**src/rtl/multicycle_sequencer.sv**
```systemverilog
// Fetch/decode/execute sequencer for the accumulator machine: owns PC/MAR/MBR/IR/ACC,
// drives the external ALU and runs a req/ready memory handshake with a wait-state watchdog.
module multicycle_sequencer #(
  parameter int DATA_WIDTH = 16,
  parameter int ADDR_WIDTH = 12,
  parameter int MAX_WAIT   = 15
) (
  input  logic                  clock,
  input  logic                  reset_n,
  input  logic                  start,
  output logic                  mem_req,
  output logic                  mem_we,
  output logic [ADDR_WIDTH-1:0] mem_addr,
  output logic [DATA_WIDTH-1:0] mem_wdata,
  input  logic [DATA_WIDTH-1:0] mem_rdata,
  input  logic                  mem_ready,
  output logic [3:0]            alu_op,
  output logic [DATA_WIDTH-1:0] alu_a,
  output logic [DATA_WIDTH-1:0] alu_b,
  input  logic [DATA_WIDTH-1:0] alu_result,
  output logic [DATA_WIDTH-1:0] acc_out,
  output logic [ADDR_WIDTH-1:0] pc_out,
  output logic [DATA_WIDTH-1:0] ir_out,
  output logic                  halted,
  output logic                  fault,
  output logic                  retire,
  output logic                  pc_wrap
);

  localparam int WW = (MAX_WAIT < 2) ? 1 : $clog2(MAX_WAIT + 1);

  typedef enum logic [2:0] {
    S_IDLE, S_FETCH, S_DECODE, S_OPERAND, S_EXECUTE, S_WRITE, S_HALTED, S_FAULT
  } state_t;

  state_t                state_q;
  logic [ADDR_WIDTH-1:0] pc_q, mar_q;
  logic [DATA_WIDTH-1:0] mbr_q, ir_q, acc_q;
  logic [WW-1:0]         wait_q;
  logic [3:0]            alu_op_q;
  logic                  retire_q, wrap_q;

  logic [3:0]            opcode_d, fetch_op_d;
  logic [ADDR_WIDTH-1:0] opaddr_d, pc_inc_d;
  logic                  req_d, timeout_d;

  function automatic logic [3:0] alu_map(input logic [3:0] op);
    case (op)
      4'h3:    return 4'b0000;
      4'h4:    return 4'b0001;
      4'h5:    return 4'b1000;
      4'h6:    return 4'b1001;
      4'h7:    return 4'b1010;
      4'hA:    return 4'b0100;
      4'hB:    return 4'b0101;
      default: return 4'b0000;
    endcase
  endfunction

  assign opcode_d   = ir_q[DATA_WIDTH-1 -: 4];
  assign fetch_op_d = mem_rdata[DATA_WIDTH-1 -: 4];
  assign opaddr_d   = ir_q[ADDR_WIDTH-1:0];
  assign pc_inc_d   = pc_q + ADDR_WIDTH'(1);
  assign req_d      = (state_q == S_FETCH) || (state_q == S_OPERAND) || (state_q == S_WRITE);
  // Fault fires on the wait cycle that would bring the count to MAX_WAIT; a ready in that cycle wins.
  assign timeout_d  = (MAX_WAIT != 0) && req_d && !mem_ready && (wait_q == WW'(MAX_WAIT - 1));

  always_ff @(posedge clock or negedge reset_n) begin
    if (!reset_n) begin
      state_q  <= S_IDLE;
      pc_q     <= '0;
      mar_q    <= '0;
      mbr_q    <= '0;
      ir_q     <= '0;
      acc_q    <= '0;
      wait_q   <= '0;
      alu_op_q <= '0;
      retire_q <= 1'b0;
      wrap_q   <= 1'b0;
    end else begin
      retire_q <= 1'b0;
      wrap_q   <= 1'b0;
      if (req_d && !mem_ready) wait_q <= wait_q + WW'(1);
      if (timeout_d) begin
        state_q  <= S_FAULT;
        alu_op_q <= '0;
      end else begin
        case (state_q)
          S_IDLE, S_HALTED: begin
            if (start) begin
              mar_q   <= pc_q;
              wait_q  <= '0;
              state_q <= S_FETCH;
            end
          end
          S_FETCH: begin
            if (mem_ready) begin
              ir_q     <= mem_rdata;
              pc_q     <= pc_inc_d;
              wrap_q   <= &pc_q;
              // Shifts execute in DECODE, so their ALU code must be ready on entry.
              alu_op_q <= (fetch_op_d == 4'hA || fetch_op_d == 4'hB) ? alu_map(fetch_op_d) : 4'b0000;
              state_q  <= S_DECODE;
            end
          end
          S_DECODE: begin
            alu_op_q <= '0;
            wait_q   <= '0;
            case (opcode_d)
              4'h0: begin
                retire_q <= 1'b1;
                state_q  <= S_HALTED;
              end
              4'h1, 4'h3, 4'h4, 4'h5, 4'h6, 4'h7: begin
                mar_q   <= opaddr_d;
                state_q <= S_OPERAND;
              end
              4'h2: begin
                mar_q   <= opaddr_d;
                state_q <= S_WRITE;
              end
              default: begin
                retire_q <= 1'b1;
                state_q  <= S_FETCH;
                mar_q    <= pc_q;
                if (opcode_d == 4'h8 || (opcode_d == 4'h9 && acc_q == '0)) begin
                  pc_q  <= opaddr_d;
                  mar_q <= opaddr_d;
                end
                if (opcode_d == 4'hA || opcode_d == 4'hB) acc_q <= alu_result;
              end
            endcase
          end
          S_OPERAND: begin
            if (mem_ready) begin
              mbr_q    <= mem_rdata;
              alu_op_q <= alu_map(opcode_d);
              state_q  <= S_EXECUTE;
            end
          end
          S_EXECUTE: begin
            acc_q    <= (opcode_d == 4'h1) ? mbr_q : alu_result;
            alu_op_q <= '0;
            retire_q <= 1'b1;
            mar_q    <= pc_q;
            wait_q   <= '0;
            state_q  <= S_FETCH;
          end
          S_WRITE: begin
            if (mem_ready) begin
              retire_q <= 1'b1;
              mar_q    <= pc_q;
              wait_q   <= '0;
              state_q  <= S_FETCH;
            end
          end
          default: ;
        endcase
      end
    end
  end

  assign mem_req   = req_d;
  assign mem_we    = (state_q == S_WRITE);
  assign mem_addr  = mar_q;
  assign mem_wdata = (state_q == S_WRITE) ? acc_q : '0;
  assign alu_op    = alu_op_q;
  assign alu_a     = acc_q;
  assign alu_b     = mbr_q;
  assign acc_out   = acc_q;
  assign pc_out    = pc_q;
  assign ir_out    = ir_q;
  assign halted    = (state_q == S_HALTED);
  assign fault     = (state_q == S_FAULT);
  assign retire    = retire_q;
  assign pc_wrap   = wrap_q;

endmodule

```
**config.mk**
```make
export PLATFORM = sky130hd
export DESIGN_NAME = multicycle_sequencer
export DESIGN_NICKNAME = d
export VERILOG_FILES = /design/src/rtl/multicycle_sequencer.sv
export SDC_FILE = /design/constraint.sdc
export NUM_CORES = 1
export LEC_CHECK = 0
export ABC_AREA = 1
export CAP_MARGIN = 20
export CORE_MARGIN = 5
export CORE_UTILIZATION = 48
export DETAILED_ROUTE_END_ITERATION = 6
export PLACE_DENSITY = 0.83
export REMOVE_ABC_BUFFERS = 1
export SLEW_MARGIN = 30
export SYNTH_ARGS = -nofsm -noshare
export SYNTH_HDL_FRONTEND = slang
export SYNTH_SLANG_ARGS = --single-unit
export TNS_END_PERCENT = 1
```
**constraint.sdc**
```tcl
create_clock -name clock -period 2.2 [get_ports clock]
set_input_delay 0.66 -clock clock [delete_from_list [all_inputs] [get_ports clock]]
set_output_delay 0.66 -clock clock [all_outputs]
set_load 0.05 [all_outputs]
```
* Yosys cells after proc, flatten, opt, wreduce, memory -nomap -nowiden *
Index checks and enable logic that the tools add are counted.

storage, ports and cells
  word-level logic and storage cells = 117
  output and inout bits = 114
  flip-flop bits (word level) = 85
  input port bits = 36

operators by class
  bitwise gates (word level) = 1
  $add $sub $neg = 2
  mux-type cells = 39
  equality and inequality tests = 35
  reduce and logical (&&, ||, !) cells = 30

operators with widths
  cell                                                 number
  two-way mux 16 bit                                   4
  two-way mux 12 bit                                   5
  case mux 12 bit (2 select lines)                     2
  case mux 12 bit (4 select lines)                     1
  case mux 4 bit (6 select lines)                      2
  equality test 4 x 3 -> 1 bit, second input constant  8
  two-way mux 4 bit                                    8
  case mux 16 bit (2 select lines)                     1
  equality test 4 bit, second input constant           7
  case mux 4 bit (3 select lines)                      2
  case mux 3 bit (6 select lines)                      1
  logical NOT 16 bit                                   1
  two-way mux 3 bit                                    5
  adder 12 x 1 -> 12 bit, second input constant        1
  equality test 3 bit, second input constant           4
  AND reduction 12 bit                                 1
  != test 2 bit, second input constant                 5
  AND reduction 5 bit                                  2
  != test 3 bit, second input constant                 3
  case mux 3 bit (3 select lines)                      1
  AND reduction 3 bit                                  3
  equality test 4 x 2 -> 1 bit, second input constant  2
  AND reduction 4 bit                                  2
  nonzero test 4 bit                                   2
  other kinds (20)                                     34

* Longest topological paths before layout *
  word-level depth = 8
  gate-level depth with buffers = 13
  gate-level depth less buffers = 12

* Worst setup path before layout *
No wires, ideal clock.

  kind = register to output
  start = register state_q[1]
  end = output mem_wdata[10]
  required time = 1,540 ps
  setup slack = -9 ps
  data arrival time = 1,549 ps
  cell stages (with the launch flop) = 5
  cells stage by stage = dfrtp_1 -> inv_1 -> nand3_4 -> buf_1 -> nor2_1

between the ends
  word-level cells in the longest chain between the ends = 2

RTL lines
  item                    line  text
  start, declared         36    state_t state_q;
  start signal, assigned  70    state_q <= S_IDLE;
  start signal, assigned  85    state_q <= S_FAULT;
  start signal, assigned  93    state_q <= S_FETCH;
  equality test 3 bit     166   assign mem_wdata = (state_q == S_WRITE) ? acc_q : '0;
  two-way mux 16 bit      166
  end, declared           14    output logic [DATA_WIDTH-1:0] mem_wdata,

No other way between the ends.

* Worst setup path in the final report *
  start = register state_q[0]
  end = output halted

between the ends
  word-level cells in the longest chain between the ends = 1

RTL lines
  item                 line  text
  equality test 3 bit  173   assign halted = (state_q == S_HALTED);
  end, declared        24    output logic halted,

No other way between the ends.

==> results.py <==
metrics = {
    "placement": {
        "io_buffers": 149,
        "dpl.cell_count": 935,
        "dp_hpwl_um": 10600,
        "dp_slack_ps": -72.7,
        "gp_congestion": 0.949,
    },
    "worst_setup_path": {
        "worstPathCellList": "inv_2, nand2_1, nor2_1, buf_12",
        "cp-start-kind": "register",
        "cpPeakStageDelay_ps": 500,
        "r2r_setup_slack_ps": 150,
        "cp_data_required_time_ps": 1540,
        "end_kind": "primary output",
        "cp_max_fo": 8,
        "crit_type": "reg -> out",
        "cpMaxStageDelayCell": "dfrtp_2",
        "arrival_ps": 1520,
    },
    "global_route": {
        "grt_pass1_vias": 5068,
        "grt_max_degree": 86,
        "antenna_found_initial": 0,
        "grt_usage_pct": 23.4,
        "grt_pass1_wl_um": 24300,
        "grt-ovfl-total": 0,
    },
    "route": {
        "drc_errors": 0,
        "ant_nets": 0,
        "first_iter_violations": 331,
        "postRouteWirelength_um": 14500,
        "drt-vias-per-instance": 5.23,
        "num_vias": 4996,
        "wl_per_cell_um": 15.2,
        "first_pass_iters": 6,
    },
    "floorplanning": {
        "dieWidth_um": 112,
        "rows": 37,
        "die_height_um": 112,
        "core_area_mm2": 0.0102,
        "ios": 150,
        "start_util_pct": 48.7,
        "dieArea_mm2": 0.0125,
    },
    "cts": {
        "htreeDepth": 3,
        "clkTransAtPathRegs_ps": 90,
        "cts_tree": "built",
        "cts_buffers": 9,
        "clk_latency_ps": 360,
        "cts.sinks": 85,
        "cts_max_path_buffers": 2,
        "postCtsHoldBufs": 0,
        "root_buffer": "clkbuf_8",
    },
    "sta": {
        "min_period_ps": 2180,
        "min_period_over_period_pct": 99.1,
        "rsz0062_at_grt": "yes",
        "fmaxAchievable_mhz": 459,
        "drv_slew": 0,
        "timing.final.setup_violations": 0,
        "slew_headroom_pct": 65.3,
        "finalWorstSetupSlack_ps": 20.8,
        "tightest_slew_ps": 520,
        "skew_ps": 12.3,
        "hold_viol": 0,
    },
    "yosys": {
        "synth_ff_type": "dfrtp_1",
        "syn_inst": 685,
        "synth_seq_area_share_pct": 42.9,
        "synth_commonest_cells": "141 x nand2_1, 97 x inv_1, 85 x dfrtp_1",
        "synth_warnings": 0,
        "ys_ff_latch": 85,
        "synthDistinctLibCells": 35,
        "yosysMostFrequentCell": "nand2_1",
        "syn_area_mm2": 0.00496,
        "yosysTopAreaCellShare_pct": 42.9,
        "avgSynthCellArea_um2": 7.25,
        "yosys-top-cells-area": "dfrtp_1 43%, nand2_1 11%, inv_1 7.3%, o21ai_0 7.2%, nand3_1 6.8%",
        "synth_top_area_cell": "dfrtp_1",
        "synth_edf_count": 0,
        "async_flop_share_pct": 100,
    },
    "pwr": {
        "p_leak_nw": 3.59,
        "finalPower_mw": 3.09,
        "ir_drop_mv": 0.312,
        "p_per_area_mw_per_mm2": 458,
    },
    "cells_and_area": {
        "fillers": 885,
        "drive_gt1_share_pct": 21.7,
        "multi_input_area_mm2": 0.00219,
        "area_growth_syn_to_layout_pct": 35.9,
        "num_antenna_cells": 0,
        "final_nets": 854,
        "regArea_mm2": 0.00213,
        "fin_cells": 956,
        "final_core_util_pct": 66.2,
    },
    "run_status": {
        "status": "complete, no violations",
    },
    "worst_hold_path": {
        "hp-class": "in -> async",
    },
    "job": {
        "maxCapViolations": 0,
    },
}
==> power by group <==
| part | leakage [nW] | total, mW | internal, mW | switching (mW) |
|---|---|---|---|---|
| logic | 2.46 | 0.298 | 0.113 | 0.185 |
| registers | 1.02 | 1.61 | 1.58 | 0.0281 |
| clock network | 0.104 | 1.18 | 0.551 | 0.631 |
| total | 3.59 | 3.09 | 2.24 | 0.845 |
==> final timing paths <==
| check | from | endpoint | cells past startpoint |
|---|---|---|---|
| worst max-delay path | state_q[0] | halted | 4 |
| worst min-delay path | reset_n | retire | 2 |
| worst max register to register | state_q[0] | acc_out[0] | 8 |
| worst min register to register | mem_addr[0] | mem_addr[0] | 2 |
| max in group asynchronous | reset_n | alu_b[12] | 2 |
| min in group clock | mem_addr[0] | mem_addr[0] | 2 |
==> routing by layer <==
| metal | vias up | part of all wire [%] | global-route usage (%) | wire length (um) |
|---|---|---|---|---|
| met4 | 0 | 2.7 | 8.03 | 393 |
| met1 | 2337 | 42 | 30.3 | 6040 |
| met5 | - | 0 | 0 | 0 |
| met3 | 31 | 7.6 | 5.60 | 1110 |
| met2 | 215 | 48 | 38.3 | 6970 |
| li1 | 2413 | - | - | - |
==> registers in the layout, summed over array words and instances (netlist names), 3 cells and up <==
| signal | count |
|---|---|
| acc_out | 16 |
| alu_b | 16 |
| ir_out | 16 |
| mem_addr | 12 |
| pc_out | 12 |
| alu_op | 4 |
| wait_q | 4 |
| state_q | 3 |
==> timing repair <==
item,CTS,global route
pin swaps,1,0
setup buffers,2,3
gates cloned,0,0
setup endpoints to repair,31,23
gates resized for setup,24,12
==> placed cells by master, fill, tap and decap left out, types with 22 or more instances in the layout <==
cell	instances
a21oi_1	23
o21ai_0	71
dfrtp_1	82
clkdlybuf4s50_1	34
buf_4	101
nand3_1	67
nand2_1	141
inv_1	96
nor2_1	64
buf_12	22
==> stage by stage <==
step,setup TNS [ps],instance area (um^2),hold slack (ps)
global placement,-87.0,6450,482
detailed placement,-342,6450,481
CTS,-92.0,6690,334
global route,-51.8,6750,327
floorplan,-14390,4660,364
finish,0,6750,308
==> worst max-delay path, delay by kind of cell (launching register included) <==
| family | cells | cell delay [ps] |
|---|---|---|
| buffers and inverters | 2 | 310 |
| DFF | 1 | 500 |
| and+or+nand+nor | 2 | 350 |
==> cell type report <==
type                    instances  share of cell area (%)
multi-input cells             445                    32.5
flip-flops and latches         85                    31.6
repair buffers                170                    24.6
inverters                     104                    5.84
well taps                     136                    2.52
clock buffers                  10                    1.89
clock inverters                 6                    1.13
==> cell families (layout without fill, tap and decap cells) <==
family / count (synthesis) / in the layout / share of synthesized area (%)
muxes: 1 / 1 / 0.227
DFF: 85 / 85 / 42.9
buffers and inverters: 155 / 290 / 14.0
AOI/OAI and AO/OA: 125 / 125 / 14.2
and+or+nand+nor: 310 / 310 / 26.9
adders and majority gates: 3 / 3 / 0.756
xor gates and xnor gates: 6 / 6 / 1.06
No activity file was read; power rests on OpenSTA's default activity.
